--- config.mk ---
export PLATFORM = sky130hd
export DESIGN_NAME = pdff_pipe_flat
export DESIGN_NICKNAME = d
export VERILOG_FILES = /design/src/rtl/pdff_pipe_pkg.sv /design/src/rtl/pdff_pipe_if.sv /design/src/rtl/pdff_pipe_stage.sv /design/src/rtl/pdff_pipe.sv /design/src/flat_wrapper.sv
export SDC_FILE = /design/constraint.sdc
export NUM_CORES = 1
export LEC_CHECK = 0
export ABC_AREA = 1
export CELL_PAD_IN_SITES_DETAIL_PLACEMENT = 2
export CELL_PAD_IN_SITES_GLOBAL_PLACEMENT = 2
export CORE_ASPECT_RATIO = 1.5
export CORE_MARGIN = 2
export CORE_UTILIZATION = 32
export CTS_CLUSTER_DIAMETER = 50
export DETAILED_ROUTE_END_ITERATION = 8
export HOLD_SLACK_MARGIN = 0.05
export PLACE_DENSITY = 0.88
export SETUP_SLACK_MARGIN = 0.4
export SKIP_LAST_GASP = 1
export SLEW_MARGIN = 15
export SYNTH_ARGS = -nofsm -noshare
export SYNTH_HDL_FRONTEND = slang
export SYNTH_SLANG_ARGS = --single-unit
--- constraint.sdc ---
create_clock -name i_clk -period 4.3 [get_ports i_clk]
set_input_delay 1.29 -clock i_clk [delete_from_list [all_inputs] [get_ports i_clk]]
set_output_delay 1.29 -clock i_clk [all_outputs]
set_load 0.05 [all_outputs]
--- src/rtl/pdff_pipe_pkg.sv ---
// Decoder common package: shared helpers for the elastic register pipeline.
// Provides the ceiling-log2 used to size occupancy counters.
package pdff_pipe_pkg;

  function automatic int clog2(input int value);
    int result;
    int rem;
    result = 32'sd0;
    rem    = value - 32'sd1;
    while (rem > 32'sd0) begin
      result = result + 32'sd1;
      rem    = rem >>> 32'sd1;
    end
    return result;
  endfunction

endpackage

--- src/rtl/pdff_pipe_if.sv ---
// Handshake bundle for pdff_pipe: input/output valid-ready pair, flush and occupancy.
// The master side is the upstream/downstream environment, the slave side is the pipeline.
interface pdff_pipe_if
  import pdff_pipe_pkg::*;
#(
  parameter int WIDTH = 8,
  parameter int DEPTH = 4
);

  localparam int CNT_W = clog2(DEPTH + 1);

  logic [WIDTH-1:0] data;
  logic             in_valid;
  logic             in_ready;
  logic [WIDTH-1:0] qout;
  logic             out_valid;
  logic             out_ready;
  logic             flush;
  logic [CNT_W-1:0] count;

  modport master (
    output data, in_valid, out_ready, flush,
    input  in_ready, qout, out_valid, count
  );

  modport slave (
    input  data, in_valid, out_ready, flush,
    output in_ready, qout, out_valid, count
  );

endinterface

--- src/rtl/pdff_pipe_stage.sv ---
// pdff_stage: one pipeline slot, a WIDTH-bit data register plus its valid bit.
// Flush clears only the valid bit; the data register is don't-care while invalid.
module pdff_stage #(
  parameter int WIDTH = 8
) (
  input  logic             i_clk,
  input  logic             i_rst_n,
  input  logic             i_flush,
  input  logic             i_en,
  input  logic [WIDTH-1:0] i_d,
  input  logic             i_v,
  output logic [WIDTH-1:0] o_d,
  output logic             o_v
);

  logic [WIDTH-1:0] r_d;
  logic             r_v;

  // Slot register: reset clears everything, flush drops the word, enable loads from upstream.
  always_ff @(posedge i_clk) begin
    if (!i_rst_n) begin
      r_d <= '0;
      r_v <= 1'b0;
    end else if (i_flush) begin
      r_v <= 1'b0;
    end else if (i_en) begin
      r_d <= i_d;
      r_v <= i_v;
    end
  end

  assign o_d = r_d;
  assign o_v = r_v;

endmodule

--- src/rtl/pdff_pipe.sv ---
// pdff_pipe: DEPTH-stage elastic register pipeline with valid/ready handshake,
// bubble collapse, synchronous flush and a registered occupancy count.
module pdff_pipe
  import pdff_pipe_pkg::*;
#(
  parameter int WIDTH = 8,
  parameter int DEPTH = 4
) (
  input  logic          i_clk,
  input  logic          i_rst_n,
  pdff_pipe_if.slave    io_bus
);

  localparam int CNT_W = clog2(DEPTH + 1);

  logic [DEPTH-1:0] w_en;
  logic [DEPTH-1:0] w_sv;
  logic [WIDTH-1:0] w_sd   [DEPTH];
  logic [WIDTH-1:0] w_ld_d [DEPTH];
  logic [DEPTH-1:0] w_ld_v;
  logic             w_in_ready;
  logic             w_in_xfer;
  logic             w_out_xfer;
  logic [CNT_W-1:0] w_count_nxt;
  logic [CNT_W-1:0] r_count;

  // A stage may load whenever some slot at or beyond it is empty or the output drains;
  // computed per stage so there is no long combinational chain through one vector.
  for (genvar g = 0; g < DEPTH; g++) begin : g_stage
    assign w_en[g] = io_bus.out_ready | ~(&w_sv[DEPTH-1:g]);

    pdff_stage #(.WIDTH(WIDTH)) u_stage (
      .i_clk   (i_clk),
      .i_rst_n (i_rst_n),
      .i_flush (io_bus.flush),
      .i_en    (w_en[g]),
      .i_d     (w_ld_d[g]),
      .i_v     (w_ld_v[g]),
      .o_d     (w_sd[g]),
      .o_v     (w_sv[g])
    );
  end

  // Stage load sources: stage 0 takes the input port, every other stage its predecessor.
  always_comb begin
    w_ld_d[0] = io_bus.data;
    w_ld_v[0] = io_bus.in_valid;
    for (int i = 1; i < DEPTH; i++) begin
      w_ld_d[i] = w_sd[i-1];
      w_ld_v[i] = w_sv[i-1];
    end
  end

  // Handshake qualifiers and next occupancy.
  always_comb begin
    w_in_ready  = w_en[0] & ~io_bus.flush;
    w_in_xfer   = io_bus.in_valid & w_in_ready;
    w_out_xfer  = w_sv[DEPTH-1] & io_bus.out_ready;
    w_count_nxt = r_count + CNT_W'(w_in_xfer) - CNT_W'(w_out_xfer);
  end

  // Occupancy counter; flush empties the pipe even if a word was consumed the same cycle.
  always_ff @(posedge i_clk) begin
    if (!i_rst_n) begin
      r_count <= '0;
    end else if (io_bus.flush) begin
      r_count <= '0;
    end else begin
      r_count <= w_count_nxt;
    end
  end

  assign io_bus.in_ready  = w_in_ready;
  assign io_bus.qout      = w_sd[DEPTH-1];
  assign io_bus.out_valid = w_sv[DEPTH-1];
  assign io_bus.count     = r_count;

endmodule

--- src/flat_wrapper.sv ---
// flat-port wrapper written by rule: the top's interface ports become plain ports
module pdff_pipe_flat import pdff_pipe_pkg::*;
#(
  parameter int WIDTH = 8,
  parameter int DEPTH = 4
)
  (i_clk, i_rst_n, io_bus_data, io_bus_in_valid, io_bus_out_ready, io_bus_flush, io_bus_in_ready, io_bus_qout, io_bus_out_valid, io_bus_count);
  pdff_pipe_if #(.WIDTH(WIDTH), .DEPTH(DEPTH)) io_bus_i ();
  input  logic i_clk;
  input  logic i_rst_n;
  input wire logic [$bits(io_bus_i.data)-1:0] io_bus_data;
  input wire logic [$bits(io_bus_i.in_valid)-1:0] io_bus_in_valid;
  input wire logic [$bits(io_bus_i.out_ready)-1:0] io_bus_out_ready;
  input wire logic [$bits(io_bus_i.flush)-1:0] io_bus_flush;
  output wire logic [$bits(io_bus_i.in_ready)-1:0] io_bus_in_ready;
  output wire logic [$bits(io_bus_i.qout)-1:0] io_bus_qout;
  output wire logic [$bits(io_bus_i.out_valid)-1:0] io_bus_out_valid;
  output wire logic [$bits(io_bus_i.count)-1:0] io_bus_count;
  assign io_bus_i.data = io_bus_data;
  assign io_bus_i.in_valid = io_bus_in_valid;
  assign io_bus_i.out_ready = io_bus_out_ready;
  assign io_bus_i.flush = io_bus_flush;
  assign io_bus_in_ready = io_bus_i.in_ready;
  assign io_bus_qout = io_bus_i.qout;
  assign io_bus_out_valid = io_bus_i.out_valid;
  assign io_bus_count = io_bus_i.count;
  pdff_pipe #(.WIDTH(WIDTH), .DEPTH(DEPTH)) u_core (.i_clk(i_clk), .i_rst_n(i_rst_n), .io_bus(io_bus_i));
endmodule
# Word-level counts from Yosys, hierarchy flattened
# Cells that the tools add are included.
# Widths: inputs -> output; s select.
# op_classes
eq_ne	0
multipliers	0
order_cmp	0
div	0
n_reduce_logical	8
n_shift	0
n_addsub	2
muxes	0
bitwise_logic	13
# ops
op	count
$reduce_and 2->1	5
$not 1->1	6
$or 1x1->1	4
$reduce_and 4->1	1
$add 3x1->3	1
$and 1x1->1	3
$reduce_and 3->1	1
$sub 3x1->3	1
$reduce_or 2->1	1
# word_totals
mem_count	0
wordCells	32
register_bits	39
output_inout_bits	13
mem_bits_rw	0
latchBits	0
rom_bits	0
in_bits	13

# Longest topological paths before layout
# logic_depth
depth_word	7
mapped_depth	12

# Hierarchy
# A second synthesis with hierarchy kept.
# hier_totals
hier_cells	268
hier_area_um2	1800.5
# by_module_without_submodules
module	area_each_um2	n_inst	cells_per_inst	seq_area_each_um2
pdff_stage	391.6	4	58	180.2
pdff_pipe	234.0	1	36	60.1

# Worst setup path after synthesis
# OpenSTA, ideal clock, no wires.
# synth_timing
kind	input-to-output
startpoint	input io_bus_flush
endpoint	output io_bus_in_ready
cell_stages	4
t_arrival_ns	2.078
path_slack_ns	0.932
path_cell_list	inv_2 -> buf_1 -> nand2_1 -> inv_1
# synth_via
elab_chain_cells	2
# synth_rtl
item	line	text
start, declared	flat_wrapper.sv:14	input wire logic [$bits(io_bus_i.flush)-1:0] io_bus_flush;
$not 1->1 (no source line)	-	
$and 1x1->1	pdff_pipe.sv:56	w_in_ready = w_en[0] & ~io_bus.flush;
end, declared	flat_wrapper.sv:15	output wire logic [$bits(io_bus_i.in_ready)-1:0] io_bus_in_ready;
# Every way passes these cells.

# Final worst setup path
# layout_timing
startpoint	input io_bus_out_ready
endpoint	output io_bus_in_ready
# layout_via
elab_chain_cells	2
# layout_rtl
item	line	text
start, declared	flat_wrapper.sv:13	input wire logic [$bits(io_bus_i.out_ready)-1:0] io_bus_out_ready;
$or 1x1->1	pdff_pipe.sv:30	assign w_en[g] = io_bus.out_ready | ~(&w_sv[DEPTH-1:g]);
$and 1x1->1	pdff_pipe.sv:56	
# Every way passes these cells.

==> insert_results.sql <==
INSERT INTO impl_metrics (metric_group, metric, value, unit) VALUES
('worst_setup_path', 'cp.buffers_inverters', '3', ''),
('worst_setup_path', 'crit_fanout', '18', ''),
('sta', 'max_slew.worst_pin.slew', '0.5273', 'ns'),
('pwr', 'power_leakage', '0.9401', 'nW'),
('global_route', 'number_of_antenna_violations_at_the_first_check_in_global_routing', '0', ''),
('floorplan', 'placement_row_count', '31', ''),
('finish', 'layout.area.seq', '780.7', 'sq um'),
('finish', 'num_antenna_cells', '0', ''),
('drt', 'routed_len_inst', '12.18', 'um'),
('global_route', 'grt_pass1_wl', '6299', 'um'),
('global_route', 'grt_max_degree', '36', ''),
('drt', 'route.detailed.drc', '0', ''),
('pwr', 'vdd_drop_max', '153.0', 'uV'),
('clocking', 'cts.path.max_buffers', '2', ''),
('finish', 'stdcell_area', '2024', 'sq um'),
('clocking', 'cts_made_buffers', '5', ''),
('drt', 'detail_route.first_pass.iterations', '3', ''),
('worst_setup_path', 'required', '3.01', 'ns'),
('synth', 'synth_seq_area_share', '0.4852', ''),
('place', 'routability_driven_placement_congestion_ratio', '0.6855', ''),
('synth', 'register_bit_count_reported_by_yosys', '39', ''),
('finish', 'area_delta_synth_final', '25.82', '%'),
('run_status', 'status', 'finished, final reports clean', ''),
('finish', 'multi_input_gate_area_in_the_final_layout', '673.1', 'sq um'),
('floorplan', 'core_area', '4848', 'sq um'),
('finish', 'final_core_util', '0.4175', ''),
('worst_setup_path', 'critical_path.max_stage_delay', '0.56', 'ns'),
('drt', 'postRouteAntennaNets', '0', ''),
('worst_setup_path', 'criticalPathCategory', 'input port to output port', ''),
('clocking', 'ctsResizeCount', '0', ''),
('clocking', 'clk_root_buffer_cell', 'sky130_fd_sc_hd__clkbuf_8', ''),
('worst_setup_path', 'cp_top_family', 'buffers and inverters', ''),
('sta', 'finalClockSkew', '0.005985', 'ns'),
('sta', 'fmax', '258.0', 'MHz'),
('worst_setup_path', 'slowest_stage_cell_crit_path', 'sky130_fd_sc_hd__clkdlybuf4s50_1', ''),
('pwr', 'total_power', '0.7320', 'mW'),
('clocking', 'post_cts_hold_buffer_count', '0', ''),
('worst_setup_path', 'critPathLaunchType', 'input port', ''),
('drt', 'detail_route.vias_per_cell', '4.578', ''),
('sta', 'timing.hold.ws', '0.4806', 'ns'),
('finish', 'drive_gt1_frac', '0.08097', ''),
('place', 'hpwlAfterDp', '2657', 'um'),
('clocking', 'clk_latency', '0.29', 'ns'),
('place', 'place_area', '1921', 'sq um'),
('drt', 'finalWirelength', '3813', 'um'),
('floorplan', 'die_h', '90.85', 'um'),
('global_route', 'globalRoute.totalOverflow', '0', ''),
('worst_setup_path', 'critical_path_arrival', '2.59', 'ns'),
('sta', 'final_hold_viol_count', '0', ''),
('global_route', 'groute.usage.overall', '0.1483', ''),
('sta', 'slew_headroom', '0.6473', ''),
('sta', 'setup_violations', '0', ''),
('floorplan', 'boundaryPins', '26', ''),
('place', 'placement.io_buffers', '25', ''),
('floorplan', 'initial_core_util', '0.3319', ''),
('min_path', 'min_path_type', 'register to register', ''),
('clocking', 'cts.sink_count', '39', ''),
('synth', 'synth_fp_nets', '233', ''),
('clocking', 'clk_transition_reported_paths', '0.08', 'ns'),
('sta', 'min_period_over_period', '0.9015', ''),
('drt', 'drt_iter0_drc', '20', ''),
('global_route', 'first_global_vias', '1438', ''),
('floorplan', 'design.die.area', '5623', 'sq um'),
('synth', 'syn_inst', '217', ''),
('run', 'cap_viol_max_count', '0', ''),
('drt', 'via_count', '1433', ''),
('pwr', 'power.density_cell_area', '361.6', 'nW/um^2'),
('synth', 'synthesis.area_per_instance', '7.415', 'sq um'),
('sta', 'fin_crit', '3.877', 'ns'),
('finish', 'n_fill_cell', '562', ''),
('synth', 'syn_area', '1609', 'sq um'),
('synth', 'synthDistinctLibCells', '22', ''),
('finish', 'finish.net_count', '262', ''),
('worst_setup_path', 'endpoint_kind', 'output port', ''),
('sta', 'finalSetupTns', '0', 'ns'),
('floorplan', 'floorplan.die.width', '61.90', 'um'),
('sta', 'final-max-slew-violation-count', '0', ''),
('clocking', 'tritoncts', 'done', ''),
('sta', 'rsz0062_at_grt', 'false', ''),
('synth', 'yosysWarningCount', '0', ''),
('worst_setup_path', 'crit_chain', 'clkdlybuf4s50_1 -> nor2_4 -> nand2_4 -> nand2_1 -> inv_1 -> buf_12', ''),
('clocking', 'ctsHtreeMaxLevel', '2', '');
layout by cell type, fill, tap and decap left out, types with 2 or more instances in the layout:
cell / netlist / routed
sky130_fd_sc_hd__nor2_1: 56 / 56
sky130_fd_sc_hd__dfxtp_1: 39 / 39
sky130_fd_sc_hd__inv_1: 27 / 27
sky130_fd_sc_hd__clkdlybuf4s50_1: 0 / 24
sky130_fd_sc_hd__nand2_1: 23 / 23
sky130_fd_sc_hd__a21oi_1: 19 / 19
sky130_fd_sc_hd__o21ai_0: 16 / 16
sky130_fd_sc_hd__nand3_1: 15 / 15
sky130_fd_sc_hd__clkbuf_8: 0 / 5
sky130_fd_sc_hd__buf_4: 0 / 5
sky130_fd_sc_hd__nand2_4: 2 / 2
sky130_fd_sc_hd__inv_2: 2 / 2
sky130_fd_sc_hd__ha_1: 2 / 2
sky130_fd_sc_hd__clkbuf_1: 4 / 2
worst min-delay path: stages, from the launching register on:
cell and delay, ns:
sky130_fd_sc_hd__dfxtp_1 0.33, sky130_fd_sc_hd__a21oi_1 0.04, sky130_fd_sc_hd__nor2_1 0.08
Yosys cell counts, drive strengths merged:
cell type	instances	area share
a21oi	19	0.059
ha	2	0.016
xnor2	1	0.0054
clkbuf	4	0.0093
o21ai	18	0.058
nor2	58	0.14
dfxtp	39	0.49
xor2	1	0.0054
nand2	25	0.068
inv	29	0.068
fa	1	0.012
nand3	16	0.053
buf	4	0.019
final cells by class:
| type | instances | share of cell area |
|---|---|---|
| multi-input combinational | 141 | 0.3325 |
| inverter | 29 | 0.05377 |
| sequential | 39 | 0.3857 |
| timing repair buffer | 30 | 0.1471 |
| clock buffer | 7 | 0.03770 |
| clock inverter | 1 | 0.002472 |
| tap | 66 | 0.04079 |
logic make-up (layout without fill, tap and decap cells):
kind of cell    Yosys count  after routing  synth area share
xor+xnor                  2              2           0.01089
fa+ha+maj                 3              3           0.02799
simple gates             99             99            0.2621
compound gates           37             37            0.1174
buf+inv                  37             67           0.09642
flops                    39             39            0.4852
flip-flops by register name (all words and copies together) (netlist names):
register                    count
u_core.g_stage.u_stage.o_d     32
u_core.g_stage.u_stage.o_v      4
u_core.io_bus.count             3
path summary, 6_finish.rpt:
path	from	endpoint	slack, ns	cells past startpoint
worst max-delay path	io_bus_out_ready	io_bus_in_ready	0.42	6
worst min register to register	u_core.g_stage[1].u_stage.o_d[2]$_SDFFE_PN0P_	u_core.g_stage[1].u_stage.o_d[2]$_SDFFE_PN0P_	0.48	2
worst max register to register	u_core.g_stage[3].u_stage.o_v$_SDFFE_PP0N_	u_core.io_bus.count[2]$_SDFF_PP0_	2.39	11
worst min-delay path	u_core.g_stage[1].u_stage.o_d[2]$_SDFFE_PN0P_	u_core.g_stage[1].u_stage.o_d[2]$_SDFFE_PN0P_	0.48	2
through the flow:
step                std cells  worst slack, ns
finish                    313           0.4234
global placement          302           0.4318
CTS                       310           0.4130
detailed placement        302           0.4087
floorplan                 217           0.9320
global route              313           0.3361
per-layer routing:
| metal | vias to the layer above | wire length, um | GRT usage | share of wire |
|---|---|---|---|---|
| met1 | 674 | 1591 | 0.1658 | 0.42 |
| met2 | 24 | 2065 | 0.2518 | 0.54 |
| met5 | - | 0 | 0 | 0 |
| li1 | 731 | - | - | - |
| met4 | 0 | 67 | 0.06915 | 0.018 |
| met3 | 4 | 88 | 0.03438 | 0.023 |
report_power, final:
group | switching [mW] | internal [mW] | total (mW)
Combinational | 0.0622 | 0.0409 | 0.103
Sequential | 0.0104 | 0.382 | 0.392
Clock | 0.123 | 0.114 | 0.237
repair_timing:
| item | in CTS | in global routing |
|---|---|---|
| pin swaps | 1 | 1 |
| endpoints found under the setup margin | 1 | 1 |
| setup buffers | 0 | 3 |
No activity file was read; power rests on OpenSTA's default activity.
